`src/rtl/rr_onehot_pkg.sv`:
```
// Shared types and helpers for the round-robin one-hot arbiter.
package rr_onehot_pkg;

    typedef enum logic {
        IDLE = 1'b0,
        BUSY = 1'b1
    } state_t;

    localparam int unsigned N_DEFAULT = 8;
    localparam int unsigned N_MAX     = 256;

    // Callers narrow the result to their own width with a size cast.
    function automatic logic [N_MAX-1:0] onehot_from_idx(input logic [31:0] idx);
        return {{(N_MAX-1){1'b0}}, 1'b1} << idx;
    endfunction

endpackage

```
`src/rtl/rr_onehot_grant_pick.sv`:
```
// Rotate-priority picker: first set bit of (req & ~mask) scanning from ptr upward, wrapping modulo N.
module rr_pick
    import rr_onehot_pkg::*;
#(
    parameter  int unsigned N  = N_DEFAULT,
    localparam int unsigned IW = $clog2(N)
) (
    input  logic [N-1:0]  i_req,
    input  logic [IW-1:0] i_ptr,
    input  logic [N-1:0]  i_mask,
    output logic          o_found,
    output logic [IW-1:0] o_idx
);

    logic [N-1:0]   w_req;
    logic [2*N-1:0] w_dbl;
    logic [N-1:0]   w_rot;
    logic [IW:0]    w_off;
    logic [IW:0]    w_sum;

    assign w_req = i_req & ~i_mask;
    // Shifting the doubled vector puts bit ptr at position 0 with wrap-around above it.
    assign w_dbl = {w_req, w_req} >> i_ptr;
    assign w_rot = w_dbl[N-1:0];

    always_comb begin
        w_off   = '0;
        o_found = 1'b0;
        for (int unsigned i = N; i > 0; i--) begin
            if (w_rot[i-1]) begin
                w_off   = (IW+1)'(i - 1);
                o_found = 1'b1;
            end
        end
    end

    assign w_sum = {1'b0, i_ptr} + w_off;
    assign o_idx = (w_sum >= (IW+1)'(N)) ? IW'(w_sum - (IW+1)'(N)) : IW'(w_sum);

endmodule

```
`src/rtl/rr_onehot_grant.sv`:
```
// Round-robin arbiter with a registered one-hot grant held until done or abandon.
// Optional sticky one-hot integrity flag `err` when RR_ONEHOT_ERR_EN is defined.
module rr_onehot_grant
    import rr_onehot_pkg::*;
#(
    parameter  int unsigned N  = N_DEFAULT,
    localparam int unsigned IW = $clog2(N)
) (
    input  logic          clk,
    input  logic          rst,
    input  logic [N-1:0]  req,
    input  logic          done,
    output logic [N-1:0]  grant,
    output logic          grant_valid,
    output logic [IW-1:0] grant_idx
`ifdef RR_ONEHOT_ERR_EN
    ,
    output logic          err
`endif
);

    state_t        r_state;
    logic [IW-1:0] r_ptr;
    logic [IW-1:0] r_idx;
    logic [N-1:0]  r_grant;
    logic          r_valid;

    logic          w_release;
    logic          w_found;
    logic [IW-1:0] w_pick_idx;
    logic [IW-1:0] w_pick_ptr;
    logic [IW-1:0] w_next_ptr;
    logic [N-1:0]  w_mask;
    logic [N-1:0]  w_pick_oh;

    assign w_release  = (r_state == BUSY) && (done || !req[r_idx]);
    assign w_next_ptr = (r_idx == IW'(N - 1)) ? '0 : r_idx + 1'b1;
    // The release cycle arbitrates with the advanced pointer and the owner masked off.
    assign w_pick_ptr = w_release ? w_next_ptr : r_ptr;
    assign w_mask     = (r_state == BUSY) ? N'(onehot_from_idx(32'(r_idx))) : '0;
    assign w_pick_oh  = N'(onehot_from_idx(32'(w_pick_idx)));

    rr_pick #(.N(N)) u_pick (
        .i_req   (req),
        .i_ptr   (w_pick_ptr),
        .i_mask  (w_mask),
        .o_found (w_found),
        .o_idx   (w_pick_idx)
    );

    always_ff @(posedge clk) begin
        if (rst) begin
            r_state <= IDLE;
            r_ptr   <= '0;
            r_idx   <= '0;
            r_grant <= '0;
            r_valid <= 1'b0;
        end else begin
            case (r_state)
                IDLE: begin
                    if (w_found) begin
                        r_grant <= w_pick_oh;
                        r_idx   <= w_pick_idx;
                        r_valid <= 1'b1;
                        r_state <= BUSY;
                    end
                end
                BUSY: begin
                    if (w_release) begin
                        r_ptr <= w_next_ptr;
                        if (w_found) begin
                            r_grant <= w_pick_oh;
                            r_idx   <= w_pick_idx;
                        end else begin
                            r_grant <= '0;
                            r_idx   <= '0;
                            r_valid <= 1'b0;
                            r_state <= IDLE;
                        end
                    end
                end
                default: r_state <= IDLE;
            endcase
        end
    end

    assign grant       = r_grant;
    assign grant_valid = r_valid;
    assign grant_idx   = r_idx;

`ifdef RR_ONEHOT_ERR_EN
    logic r_err;

    always_ff @(posedge clk) begin
        if (rst) begin
            r_err <= 1'b0;
        end else if (((r_grant & (r_grant - 1'b1)) != '0) || (r_valid != (|r_grant))) begin
            r_err <= 1'b1;
        end
    end

    assign err = r_err;
`endif

endmodule

```
`config.mk`:
```
export PLATFORM = sky130hd
export DESIGN_NAME = rr_onehot_grant
export DESIGN_NICKNAME = d
export VERILOG_FILES = /design/src/rtl/rr_onehot_pkg.sv /design/src/rtl/rr_onehot_grant_pick.sv /design/src/rtl/rr_onehot_grant.sv
export SDC_FILE = /design/constraint.sdc
export NUM_CORES = 1
export LEC_CHECK = 0
export ABC_CLOCK_PERIOD_IN_PS = 5610
export BUFFER_PORTS_ARGS = -buffer_cell sky130_fd_sc_hd__buf_2
export CAP_MARGIN = 10
export CORE_AREA = 2 2 59 72
export CTS_BUF_LIST = sky130_fd_sc_hd__clkbuf_8
export DETAILED_ROUTE_END_ITERATION = 10
export DIE_AREA = 0 0 61 74
export GPL_ROUTABILITY_DRIVEN = 0
export PLACE_DENSITY = 0.9
export SETUP_SLACK_MARGIN = 0.1
export SYNTH_ARGS = -nofsm -noshare
export SYNTH_HDL_FRONTEND = slang
export SYNTH_SLANG_ARGS = --single-unit
export TNS_END_PERCENT = 5
```
`constraint.sdc`:
```
create_clock -name clk -period 5.61 [get_ports clk]
set_clock_uncertainty 0.2 [all_clocks]
set_input_delay 0 -clock clk [delete_from_list [all_inputs] [get_ports clk]]
set_output_delay 0 -clock clk [all_outputs]
set_load 0.02 [all_outputs]
```
After elaboration in Yosys (flattened, before gate mapping)

Index checks and enable logic that the tools add are counted.

Register bits after elaboration: 16
Input bits: 11
Output and inout port bits: 12
Word-level logic and storage cells: 62

Add/sub/neg operators: 3
Order comparisons: 2
Equality and inequality tests: 4
Shift operators: 3
Multiplexer cells: 37
Bitwise logic cells: 3
Reduce and logical (&&, ||, !) cells: 5

Operators with widths:

| kind                                                        | number |
|---|---|
| two-way mux 3 bit                                           | 14 |
| two-way mux 8 bit                                           | 4 |
| case mux 8 bit (2 select lines)                             | 1 |
| left shift 1 x 3 -> 8 bit (first input constant)            | 2 |
| >> shifter 16 x 3 -> 8 bit                                  | 1 |
| two-way mux 1 bit                                           | 14 |
| AND 8 bit                                                   | 1 |
| NOT 8 bit                                                   | 1 |
| case mux 3 bit (2 select lines)                             | 1 |
| adder 3 x 3 -> 4 bit                                        | 1 |
| greater-or-equal comparator 4 bit (second input constant)   | 1 |
| less-than comparator 3 x 4 -> 1 bit (second input constant) | 1 |
| != test 2 x 1 -> 1 bit (second input constant)              | 2 |
| case mux 1 bit (2 select lines)                             | 2 |
| adder 3 x 1 -> 3 bit (second input constant)                | 1 |
| binary-select mux 1 bit (select 3 bit)                      | 1 |
| equality test 3 bit (second input constant)                 | 1 |
| AND reduction 3 bit                                         | 1 |
| subtractor 3 x 1 -> 3 bit (second input constant)           | 1 |
| != test 2 bit (second input constant)                       | 1 |
| AND reduction 2 bit                                         | 1 |
| logical AND 1 bit                                           | 1 |
| zero test 1 bit                                             | 1 |
| logical OR 1 bit                                            | 1 |
| NOT 1 bit                                                   | 1 |

Logic depth before layout (Yosys ltp)

Depth in word-level cells: 22
Gate-level depth with buffers: 20
Mapped depth without buffers: 19

Modules after synthesis

A second synthesis with hierarchy kept.

Cell total of the unflattened synthesis: 174
Area total of the unflattened synthesis: 1579.0 um^2

By module, submodules not included:

| module          | instances | cells each | area each (um^2) |
|---|---|---|---|
| rr_onehot_grant | 1         | 107        | 977.2 |
| rr_pick         | 1         | 67         | 601.8 |

Worst setup path after synthesis

OpenSTA, ideal clock, no wires.

Path kind: reg-to-reg
Start: register r_idx[1], in the netlist grant_idx[1]
End: register r_idx[2], in the netlist grant_idx[2]
Setup time: 0.087 ns
Data arrival time: 4.352 ns
Data required time: 5.323 ns
Path slack: 0.971 ns
Stages on the path, launching flop included: 19
Path through: dfxtp_1 ha_1 ha_1 o21a_1 clkbuf_1 a32o_1 a311oi_1 o211ai_1 o31ai_2 mux2i_4 a211oi_4 nand4b_1 and4b_1 a2111o_1 fa_1 xnor2_1 a21oi_1 o31a_1 o31ai_1

Longest elaborated chain between the ends: 21
Elaborated cells between the ends (all ways): 41
Classes of those cells: add/sub (3); order compare (1); eq/ne (3); shift (2); mux (26); bitwise (2); reduce/logical (4)

Ends and longest elaborated chain:

| item                                                                                  | line                       | source |
|---|---|---|
| from (decl)                                                                           | rr_onehot_grant.sv:24      | `logic [IW-1:0] r_idx;` |
| from (signal assigned)                                                                | rr_onehot_grant.sv:63      | `r_idx <= w_pick_idx;` |
| from (signal assigned)                                                                | rr_onehot_grant.sv:73      | `r_idx <= w_pick_idx;` |
| binary-select mux 1 bit (select 3 bit)                                                | rr_onehot_grant.sv:36      | `assign w_release = (r_state == BUSY) && (done \|\| !req[r_idx]);` |
| two-way mux 1 bit (not written as such)                                               | rr_onehot_grant.sv:36      |  |
| zero test 1 bit                                                                       | rr_onehot_grant.sv:36      |  |
| logical OR 1 bit                                                                      | rr_onehot_grant.sv:36      |  |
| logical AND 1 bit                                                                     | rr_onehot_grant.sv:36      |  |
| two-way mux 3 bit                                                                     | --                         |  |
| >> shifter 16 x 3 -> 8 bit                                                            | rr_onehot_grant_pick.sv:23 | `assign w_dbl = {w_req, w_req} >> i_ptr;` |
| two-way mux 3 bit (8 in series)                                                       | rr_onehot_grant_pick.sv:30 | `if (w_rot[i-1]) begin` |
| adder 3 x 3 -> 4 bit                                                                  | rr_onehot_grant_pick.sv:37 | `assign w_sum = {1'b0, i_ptr} + w_off;` |
| greater-or-equal comparator 4 bit / subtractor 3 x 1 -> 3 bit (equally long branches) | rr_onehot_grant_pick.sv:38 | `assign o_idx = (w_sum >= (IW+1)'(N)) ? IW'(w_sum - (IW+1)'(N)) : IW'(w_sum);` |
| two-way mux 3 bit                                                                     | rr_onehot_grant_pick.sv:38 |  |
| two-way mux 3 bit                                                                     | rr_onehot_grant.sv:71      | `if (w_found) begin` |
| two-way mux 3 bit                                                                     | rr_onehot_grant.sv:69      | `if (w_release) begin` |
| case mux 3 bit (2 select lines)                                                       | rr_onehot_grant.sv:59      | `case (r_state)` |

Parallel ways exist; a longest one is shown, timed or not. The select of a mux whose other input is x is not followed.
A chain may end at the register's enable or synchronous reset.

Worst setup path after layout

Start: register r_idx[2], in the netlist grant_idx[2]
End: register r_idx[2], in the netlist grant_idx[2]

The elaborated chain is that of the path after synthesis.

==> results.toml <==
[setup_path]
end_kind = "register"
crit_path_start_kind = "register"
crit_chain = "nor2_1, a22oi_2, nand3_2, a32o_2, inv_2, mux2i_4, a211oi_4, nand4b_1, and4b_1, a2111o_1, fa_1, xnor2_1, a21oi_1, o31a_1, o31ai_1"
crit_path_top_delay_cell = "dfxtp_1"
critical_path_buf_inv_count = 1
critical_path_class = "register to register"
critical_path_required_ns = 5.58
crit_fanout = 19
cp_top_family = "compound AO/OA/AOI/OAI gates"
critPathArrivalTime_ns = 5.20
cpPeakStageDelay_ns = 0.63

[finish]
nets = 303
synthToLayoutAreaGrowth_pct = 8.30
drive_above_1_share_pct = 27.3
n_antenna_cell = 0
final_util_pct = 64.1

[clocking]
clk_pin_slew_ns = 0.06
numCtsBuffers = 3
clock_path_buffers = 2
worstSkewPairLatency_ns = 0.25
cts_tree = "built"
htreeDepth = 1
cts-root-buf = "clkbuf_8"
clkSinkCount = 16
postCtsSetupRepairBufs = 0

[grt]
grt.overflow.total = 0
antenna_found_initial = 0
grt_first_pass_wirelength_um = 10200
grt_max_degree = 20
grtUsageTotal_pct = 29.6
grt_pass1_vias = 2156

[floorplanning]
rows = 25
coreArea_sq_um = 3850
io_pins = 23
die_area_sq_um = 4510
die_h_um = 74
die_w_um = 61
initial_core_util_pct = 59.2

[synthesis]
syn-cell-area_sq_um = 2280
async_flop_share_pct = 0
syn_inst = 265
synth_edf_count = 0
synth_nets = 284
ys_types = 89
ys_warn_count = 0
synth_seq_area_share_pct = 14.1
postSynthAreaPerCell_sq_um = 8.59
yosys_most_used_dff = "dfxtp_1"
ys_ff_latch = 16

[routing]
drtPass1Iterations = 4
initialDrtViolationCount = 397
viasPerCell = 6.78
drt-total-wl_um = 6100
wire_per_inst_um = 18.2
drt_drc_violations_left = 0
ant_nets = 0
dr_total_vias = 2277

[power]
ir_drop_uv = 498
p_leak_nw = 0.903
powerDensity_nw_per_um2 = 655

[sta]
finalSetupViolCount = 0
min_period_over_period_pct = 93.2
finalSetupTns_ns = 0
timing.final.crit_period_ns = 5.23
worstMarginPinSlew_ns = 0.649
drv_slew = 0
relSlewSlack_pct = 56.7
holdWs_ns = 0.192
finalHoldViolations = 0
rsz0062_at_grt = "true"
maxClockFrequency_ghz = 0.191

[run_status]
status = "completed"

[place]
numPortBuffers = 22
place.detailed.hpwl_um = 4700

[job]
cap_violations = 0

[min_path]
holdCritPathClass = "input pin to register"
[report_power, final]
part / leakage, nW / internal [mW] / switching (mW) / total (mW)
Combinational: 0.749 / 0.549 / 0.782 / 1.33
Clock: 0.0216 / 0.0477 / 0.0380 / 0.0857
Sequential: 0.132 / 0.148 / 0.0502 / 0.199
[final cells by class]
| type | instances | area (sq um) |
|---|---|---|
| multi-input combinational | 224 | 1840 |
| tap | 54 | 67.6 |
| clock buffer | 3 | 41.3 |
| fill | 355 | 1380 |
| sequential | 16 | 322 |
| inverter | 12 | 45.0 |
| timing repair buffer | 27 | 150 |
[tightest hold or removal path: cells and delay by family]
kind / cells / cell delay [ns]
buf+inv: 1 / 0.25
simple gates: 1 / 0.12
compound gates: 2 / 0.22
[layout by cell type, fill, tap and decap left out, drive strengths merged, types with 4 or more instances in the layout]
master   n
a211oi   5
nor3    10
nand2   21
dfxtp   16
o21ai   10
o211ai   6
o31ai    5
and2     6
o221ai   4
a21o     4
a32o     8
ha       7
nand3   16
xnor2    4
nor2b    5
a21boi   4
nor2    16
buf     26
a21oi   15
mux2i   13
inv     12
nand2b   4
mux2     4
[cell families after synthesis]
| group | Yosys count | synth area share (%) |
|---|---|---|
| compound gates | 97 | 38.4 |
| xor+xnor | 4 | 2.20 |
| fa+ha+maj | 8 | 4.73 |
| buf+inv | 25 | 5.44 |
| flops | 16 | 14.1 |
| mux | 17 | 9.12 |
| simple gates | 98 | 26.1 |
[synthesized netlist by cell type (6+ instances only)]
| library cell | number | area share (%) |
|---|---|---|
| o21ai_0 | 8 | 1.8 |
| nor3_1 | 8 | 1.8 |
| nand3_1 | 14 | 3.1 |
| a32o_1 | 7 | 3.1 |
| dfxtp_1 | 16 | 14 |
| o211ai_1 | 6 | 2.0 |
| nor2_1 | 14 | 2.3 |
| inv_1 | 11 | 1.8 |
| nand2_1 | 21 | 3.5 |
| a21oi_1 | 12 | 2.6 |
| ha_1 | 7 | 3.8 |
| clkbuf_1 | 6 | 0.99 |
| mux2i_1 | 10 | 4.4 |
[worst paths after layout]
check	start	end	slack, ns	depth (start not counted)
worst max-delay path	grant_idx[2]$_SDFFE_PP0P_	grant_idx[2]$_SDFFE_PP0P_	0.38	15
worst min-delay path	done	grant_valid$_SDFFE_PP0P_	0.19	4
worst max register to register	grant_idx[2]$_SDFFE_PP0P_	grant_idx[2]$_SDFFE_PP0P_	0.38	15
worst min register to register	grant[1]$_SDFFE_PP0P_	grant[1]$_SDFFE_PP0P_	0.26	1
[state kept, by name, summed over array words and instances (netlist names)]
| name | flops |
|---|---|
| r_ptr | 3 |
| grant_idx | 3 |
| r_state | 1 |
| grant_valid | 1 |
| grant | 8 |
[metal layers]
layer | up-vias | GRT usage (%) | share of wire, %
li1 | 1077 | - | -
met1 | 1050 | 36.1 | 39
met2 | 122 | 50.8 | 50
met3 | 28 | 2.96 | 5.6
met4 | 0 | 15.0 | 5.1
met5 | - | 0 | 0
[per-stage QoR]
step	setup WS [ns]	instance area [sq um]	total power, mW	cells
final	0.381	2470	1.61	336
after global routing	0.0457	2470	1.75	336
after CTS	0.275	2460	1.59	336
after detailed placement	0.290	2410	1.50	332
after global placement	0.430	2410	1.47	332
after floorplan	0.971	2280	1.26	265
[what timing repair did]
item	in CTS	in global routing
setup endpoints to repair	0	6
resized for setup	0	2
hold buffers	1	0
endpoints found under the hold margin	8	0
(Power assumes the default switching activity.)
